[src/rtl/pe_mac_bank.sv]
// Bank of signed fixed-point multiply-accumulators with a read-and-clear port.
// Each result is rounded half toward +inf and saturated, then held in a valid/ready output register.
module pe_mac_bank #(
    parameter int INT_BITS   = 7,
    parameter int FRAC_BITS  = 9,
    parameter int NUM_ACC    = 8,
    parameter int GUARD_BITS = 4,
    localparam int W  = INT_BITS + FRAC_BITS,
    localparam int SW = $clog2(NUM_ACC),
    localparam int AW = 2 * W + GUARD_BITS
) (
    input  logic                clk,
    input  logic                rst_n,
    input  logic                stall,
    input  logic                in_valid,
    input  logic signed [W-1:0] in_a,
    input  logic signed [W-1:0] in_b,
    input  logic [SW-1:0]       acc_sel,
    input  logic                rd_req,
    input  logic [SW-1:0]       rd_sel,
    output logic                rd_ready,
    output logic                out_valid,
    input  logic                out_ready,
    output logic [W-1:0]        out_data,
    output logic                out_sat
);

    localparam int RW = AW + 1;
    localparam logic signed [RW-1:0] HALF    = {{(RW-1){1'b0}}, 1'b1} << (FRAC_BITS - 1);
    localparam logic signed [RW-1:0] SAT_MAX = {{(RW-W+1){1'b0}}, {(W-1){1'b1}}};
    localparam logic signed [RW-1:0] SAT_MIN = {{(RW-W+1){1'b1}}, {(W-1){1'b0}}};

    logic signed [2*W-1:0] w_prod;
    logic                  w_beat;
    logic                  w_rd_accept;

    logic                  r_s1_valid;
    logic signed [2*W-1:0] r_s1_prod;
    logic [SW-1:0]         r_s1_sel;

    logic signed [AW-1:0]  r_acc [NUM_ACC];
    logic signed [AW-1:0]  w_acc_next [NUM_ACC];

    logic                  r_rd_v1;
    logic                  r_rd_v2;
    logic [SW-1:0]         r_rd_sel1;
    logic [SW-1:0]         r_rd_sel2;

    logic signed [AW-1:0]  w_rd_val;
    logic signed [RW-1:0]  w_rnd_sum;
    logic signed [RW-1:0]  w_rnd_shift;
    logic [W-1:0]          w_res_data;
    logic                  w_res_sat;

    logic                  r_out_valid;
    logic [W-1:0]          r_out_data;
    logic                  r_out_sat;

    assign w_prod      = in_a * in_b;
    assign w_beat      = in_valid && !stall;
    assign rd_ready    = !r_rd_v1 && !r_rd_v2 && !(r_out_valid && !out_ready) && !stall;
    assign w_rd_accept = rd_req && rd_ready;

    always_ff @(posedge clk) begin
        if (!rst_n) begin
            r_s1_valid <= 1'b0;
            r_s1_prod  <= '0;
            r_s1_sel   <= '0;
        end else if (!stall) begin
            r_s1_valid <= w_beat;
            r_s1_prod  <= w_prod;
            r_s1_sel   <= acc_sel;
        end
    end

    // Clear from a completing read is applied before the stage-2 add, so a same-index add survives.
    always_comb begin
        for (int i = 0; i < NUM_ACC; i++) begin
            w_acc_next[i] = r_acc[i];
            if (r_rd_v2 && r_rd_sel2 == SW'(i)) begin
                w_acc_next[i] = '0;
            end
            if (r_s1_valid && r_s1_sel == SW'(i)) begin
                w_acc_next[i] = w_acc_next[i] + {{GUARD_BITS{r_s1_prod[2*W-1]}}, r_s1_prod};
            end
        end
    end

    always_ff @(posedge clk) begin
        if (!rst_n) begin
            for (int i = 0; i < NUM_ACC; i++) begin
                r_acc[i] <= '0;
            end
        end else if (!stall) begin
            for (int i = 0; i < NUM_ACC; i++) begin
                r_acc[i] <= w_acc_next[i];
            end
        end
    end

    always_ff @(posedge clk) begin
        if (!rst_n) begin
            r_rd_v1   <= 1'b0;
            r_rd_v2   <= 1'b0;
            r_rd_sel1 <= '0;
            r_rd_sel2 <= '0;
        end else if (!stall) begin
            r_rd_v1   <= w_rd_accept;
            r_rd_v2   <= r_rd_v1;
            r_rd_sel1 <= rd_sel;
            r_rd_sel2 <= r_rd_sel1;
        end
    end

    // One extra bit keeps the rounding increment from wrapping at the top of the range.
    always_comb begin
        w_rd_val    = r_acc[r_rd_sel2];
        w_rnd_sum   = {w_rd_val[AW-1], w_rd_val} + HALF;
        w_rnd_shift = w_rnd_sum >>> FRAC_BITS;
        w_res_data  = w_rnd_shift[W-1:0];
        w_res_sat   = 1'b0;
        if (w_rnd_shift > SAT_MAX) begin
            w_res_data = {1'b0, {(W-1){1'b1}}};
            w_res_sat  = 1'b1;
        end else if (w_rnd_shift < SAT_MIN) begin
            w_res_data = {1'b1, {(W-1){1'b0}}};
            w_res_sat  = 1'b1;
        end
    end

    always_ff @(posedge clk) begin
        if (!rst_n) begin
            r_out_valid <= 1'b0;
            r_out_data  <= '0;
            r_out_sat   <= 1'b0;
        end else if (r_rd_v2 && !stall) begin
            r_out_valid <= 1'b1;
            r_out_data  <= w_res_data;
            r_out_sat   <= w_res_sat;
        end else if (r_out_valid && out_ready) begin
            r_out_valid <= 1'b0;
        end
    end

    assign out_valid = r_out_valid;
    assign out_data  = r_out_data;
    assign out_sat   = r_out_sat;

endmodule
[config.mk]
export PLATFORM = sky130hd
export DESIGN_NAME = pe_mac_bank
export DESIGN_NICKNAME = d
export VERILOG_FILES = /design/src/rtl/pe_mac_bank.sv
export SDC_FILE = /design/constraint.sdc
export NUM_CORES = 2
export LEC_CHECK = 0
export CAP_MARGIN = 30
export CORE_UTILIZATION = 35
export CTS_CLUSTER_DIAMETER = 100
export DETAILED_ROUTE_END_ITERATION = 7
export PLACE_DENSITY = 0.58
export SYNTH_ARGS = -nofsm -noshare
export SYNTH_HDL_FRONTEND = slang
export SYNTH_SLANG_ARGS = --single-unit
[constraint.sdc]
create_clock -name clk -period 23 [get_ports clk]
set_input_delay 4.6 -clock clk [delete_from_list [all_inputs] [get_ports clk]]
set_output_delay 4.6 -clock clk [all_outputs]
set_load 0.02 [all_outputs]
# == Word level (Yosys, flattened, before mapping) ==
# Memories as Yosys holds them, arrays and structs flattened. A register that Yosys moved wholly into a read port is not among the register bits.
# Index checks and enable logic that the tools add are counted.
# word_totals
register_bits,62
mem_bits_rw,288
inputBits,44
out_inout_bits,19
wordCells,113
mem_count,1
# mem_list
memory,depth,width,read_ports,rd_ports_with_merged_regs,wr,line_no,rtl
r_acc,8,36,9,1,8,41,logic signed [AW-1:0] r_acc [NUM_ACC];
# op_classes
addsub,9
multipliers,1
magnitude_cmp,2
n_eq_ne,14
mux,36
bitwise_logic,8
n_reduce_logical,32
# ops
cell,count
36-bit 2-to-1 mux,24
36-bit adder,8
36-bit by 10-bit adder with 37-bit output (second input constant),1
16-bit by 16-bit multiplier with 32-bit output,1
16-bit 2-to-1 mux,2
28-bit by 16-bit greater-than comparator with 1-bit output (second input constant),1
28-bit by 16-bit < comparator with 1-bit output (second input constant),1
3-bit equality test (second input constant),8
1-bit logical AND,24
3-bit by 2-bit equality test with 1-bit output (second input constant),4
1-bit 2-to-1 mux,8
1-bit bitwise OR,8
3-bit by 1-bit equality test with 1-bit output (second input constant),2
3-bit logical NOT,2
3-bit 2-to-1 mux,2
1-bit logical NOT,5
2-bit nonzero test,1

# == Depth between registers and ports, before layout ==
# logic_depth
word_depth,6
ltp_mapped,26
ltp_nobuf,25

# == Worst setup path before layout ==
# Ideal clock, no wire load.
# synth_timing
path_type,input -> register
startpoint,input port stall
endpoint,"memory r_acc[0][0] in the netlist's numbering, enable pin"
setup_ns,0.637
arrival_ns,10.649
required_ns,22.363
slack_ns,11.714
cell_stages,4
path_buffers,2
path_cell_list,clkbuf_1 -> and2_1 -> clkbuf_1 -> inv_1
# synth_rtl
element,line_no,rtl
"start, declared",14,"input logic stall,"
"end, declared",41,

# == Worst setup path after layout ==
# layout_timing
startpoint,input port in_b[1]
endpoint,register r_s1_prod[31]
# layout_via
elab_chain_cells,1
# layout_rtl
element,line_no,rtl
"start, declared",17,"input logic signed [W-1:0] in_b,"
16-bit by 16-bit multiplier with 32-bit output,59,assign w_prod = in_a * in_b;
"end signal, assigned",71,r_s1_prod <= w_prod;
"end, declared",38,logic signed [2*W-1:0] r_s1_prod;
# No other way between the ends.
# A chain may end at the register's enable or synchronous reset.

==> impl_metrics.toml <==
[timing]
relSlewSlack_pct = 31.01
max_freq_mhz = 90.99
grt_setup_unrepaired = "no"
setup_viol = 0
finalCritPeriodShare_pct = 47.78
tns_ns = 0
period_minus_slack_ns = 10.99
hold_viol = 0
worstMarginPinSlew_ns = 1.034
skew_ns = 0.02501
finalMaxSlewViolations = 0

[placement]
place_congestion = 0.9214
port-buffer-count = 62
hpwl_um = 96450

[clock_network]
clock_path_buffers = 3
cts_resized = 0
cts_setup_buffers = 0
cts_made_buffers = 48
holdBufCountCts = 0
cts_sinks = 353
clkTransAtPathRegs_ns = 0.06
cts_tree = "yes"
clkLatencyLatePin_ns = 0.61
clockRootBuffer = "clkbuf_16"
h-tree-depth = 2

[die]
start_util_pct = 35.31
die_h_um = 350.1
io_pins = 63
core_area_um2 = 120100
dieArea_um2 = 122600
die_w_um = 350.1
placementRows = 127

[synthesis]
synth.most_common_cell = "nand2_1"
ys_seq_elements = 353
synth_xor_area_share_pct = 5.616
synthCells = 4863
synthArstFlopShare_pct = 0
synth_fa_ha_area_share_pct = 23.45
muxShareOfSynthArea_pct = 4.613
synth_commonest_cells = "584 x nand2_1, 456 x a21oi_1, 402 x inv_1, 398 x and2_1, 369 x nor2_1"
ys.flop_type = "edfxtp_1"
synth_cell_types = 101
synth-compound-area-share_pct = 17.01
synth_area_leaders = "edfxtp_1 20%, fa_1 13%, ha_1 11%, and2_1 5.9%, a21oi_1 5.4%"
synth_top_family_by_area = "adder cells"
syn-num-nets = 5540
synthDominantCellAreaShare_pct = 20.39
synthSimpleGateAreaFrac_pct = 20.18
synth_edf_count = 288
synth_top_area_cell = "edfxtp_1"
synth.yosys.seq_area_share_pct = 23.45
ys_warn_count = 0
syn_avg_cell_area_um2 = 8.723
syn_area_um2 = 42420

[worst_setup_path]
critPathArrivalTime_ns = 11.43
reg2reg_slack_ns = 17.57
end_kind = "register"
rr_worst_depth = 17
crit_fanout = 16
required_ns = 23.44
slowest_stage = "clkdlybuf4s50_1"
path_buf_inv = 4
r2r_start = "r_rd_v2$_SDFFE_PN0N_"
cp_common_cell = "fa_1"
max_stage_delay_ns = 0.90
path_cells = "clkdlybuf4s50_1 -> nand2_1 -> inv_1 -> fa_1 -> fa_1 -> fa_1 -> fa_1 -> fa_1 -> inv_1 -> fa_1 -> inv_1 -> ha_1 -> nor3_1 -> nor2_1 -> a32o_1 -> a21o_1 -> a211oi_1 -> o21bai_1 -> a21oi_1 -> o21ai_0 -> xnor2_1 -> o21ai_0"
critPathTopFamily = "adder cells"
r2r-end = "r_acc[3][35]$_SDFFCE_PN0P_"
cp-start-kind = "input port"
path_class = "input port to register"

[detailed_routing]
first_pass_iters = 5
routed_wl_um = 128100
vias = 35540
antenna_left = 0
wl_per_cell_um = 19.72
first_iter_violations = 2769
avgViaCountPerCell = 5.471
drc = 0

[layout]
area_delta_synth_final_pct = 9.111
multi_input_area_um2 = 30120
n_fill_cell = 12170
nNetsFinal = 5521
seq_area_um2 = 9957
drive_gt1_share_pct = 5.080

[global_route]
grt_max_degree = 95
grt_util_all_layers_pct = 20.83
grt_pass1_vias = 34540
antenna_found_initial = 7
grt_overflow = 0
grt_pass1_wl_um = 198700

[flow_run]
drv_cap = 0

[power_and_ir_drop]
powerDensity_nw_per_um2 = 110.4
ir_drop_mv = 0.1958
total_power_uw = 5111
power_leakage_uw = 0.02047

[worst_hold_path]
min_from = "r_s1_prod[16]$_SDFFE_PN0N_"
hp-class = "register to register"
min_to = "r_s1_prod[16]$_SDFFE_PN0N_"
whs_path_depth = 2

[outcome]
status = "finished clean"
[how the worst max path moves through the flow]
| stage | startpoint | endpoint | cells after the start |
|---|---|---|---|
| detailed placement | in_b[1] | r_s1_prod[31]$_SDFFE_PN0N_ | 22 |
| global route | in_b[1] | r_s1_prod[31]$_SDFFE_PN0N_ | 22 |
| finish | in_b[1] | r_s1_prod[31]$_SDFFE_PN0N_ | 22 |
| floorplan | stall | r_acc[0][0]$_SDFFCE_PN0P_ | 4 |
| CTS | in_b[1] | r_s1_prod[31]$_SDFFE_PN0N_ | 22 |
| global placement | in_a[9] | r_s1_prod[31]$_SDFFE_PN0N_ | 24 |
[layout make-up]
cell class / instances / area share [%]
diodes: 2 / 0.01081
clock buffers: 73 / 3.246
clock inverters: 15 / 0.2433
inverters: 402 / 3.279
multi-input cells: 3922 / 65.08
flip-flops and latches: 353 / 21.51
well taps: 1612 / 4.357
repair buffers: 117 / 2.273
[layer usage]
layer | up-vias | GRT usage (%) | routed length (µm)
met5 | - | 0 | 7
met4 | 2 | 6.409 | 3983
met3 | 163 | 2.593 | 9031
met2 | 1053 | 33.81 | 57680
met1 | 17360 | 28.74 | 57410
li1 | 16960 | - | -
[flip-flops by register name (all words and copies together), names as in the netlist, named ones only]
signal,count
out_sat,1
r_s1_valid,1
r_rd_v1,1
out_data,16
r_s1_prod,32
r_rd_sel1,3
r_rd_v2,1
r_s1_sel,3
r_acc,288
out_valid,1
r_rd_sel2,3
[cell usage in the layout, fill, tap and decap left out, drive strengths merged, types with 61 or more instances in the layout]
cell type / instances
clkbuf: 73
and2: 398
inv: 409
clkdlybuf4s50: 61
nor3: 73
a21oi: 457
nor2: 373
edfxtp: 288
nand2: 584
a21o: 159
xor2: 107
fa: 270
nand3: 96
dfxtp: 65
xnor2: 165
o21ai: 176
ha: 363
[through the flow]
stage | worst slack, ns | cell area (µm²) | utilization, % | std cells | hold slack, ns
2_1_floorplan | 11.71 | 42420 | - | 4863 | 0.4627
3_3_place_gp | 11.52 | 44630 | 37.15 | 6404 | 0.4548
3_5_place_dp | 11.40 | 44640 | 37.16 | 6405 | 0.4642
4_1_cts | 12.01 | 46250 | 38.50 | 6493 | 0.4728
5_1_grt | 11.58 | 46280 | 38.53 | 6494 | 0.4826
6_report | 12.01 | 46290 | 38.53 | 6496 | 0.4709
[kinds of logic (layout without fill, tap and decap cells)]
| group | count (synthesis) | in the layout |
|---|---|---|
| simple gates | 1756 | 1756 |
| xor+xnor | 272 | 272 |
| fa+ha+maj | 633 | 633 |
| flops | 353 | 353 |
| mux | 115 | 115 |
| other cells | 0 | 2 |
| buf+inv | 588 | 607 |
| compound gates | 1146 | 1146 |
[report_power, final]
group	leakage, µW	switching, µW	internal, µW
registers	0.00372	90.9	759
logic	0.0159	2030	1450
clock network	0.000809	324	462
[tightest hold or removal path, stage by stage (launching register included)]
cell	delay [ns]
dfxtp_1	0.31
nand2_1	0.06
a21oi_1	0.05
No activity file was read; power rests on OpenSTA's default activity.
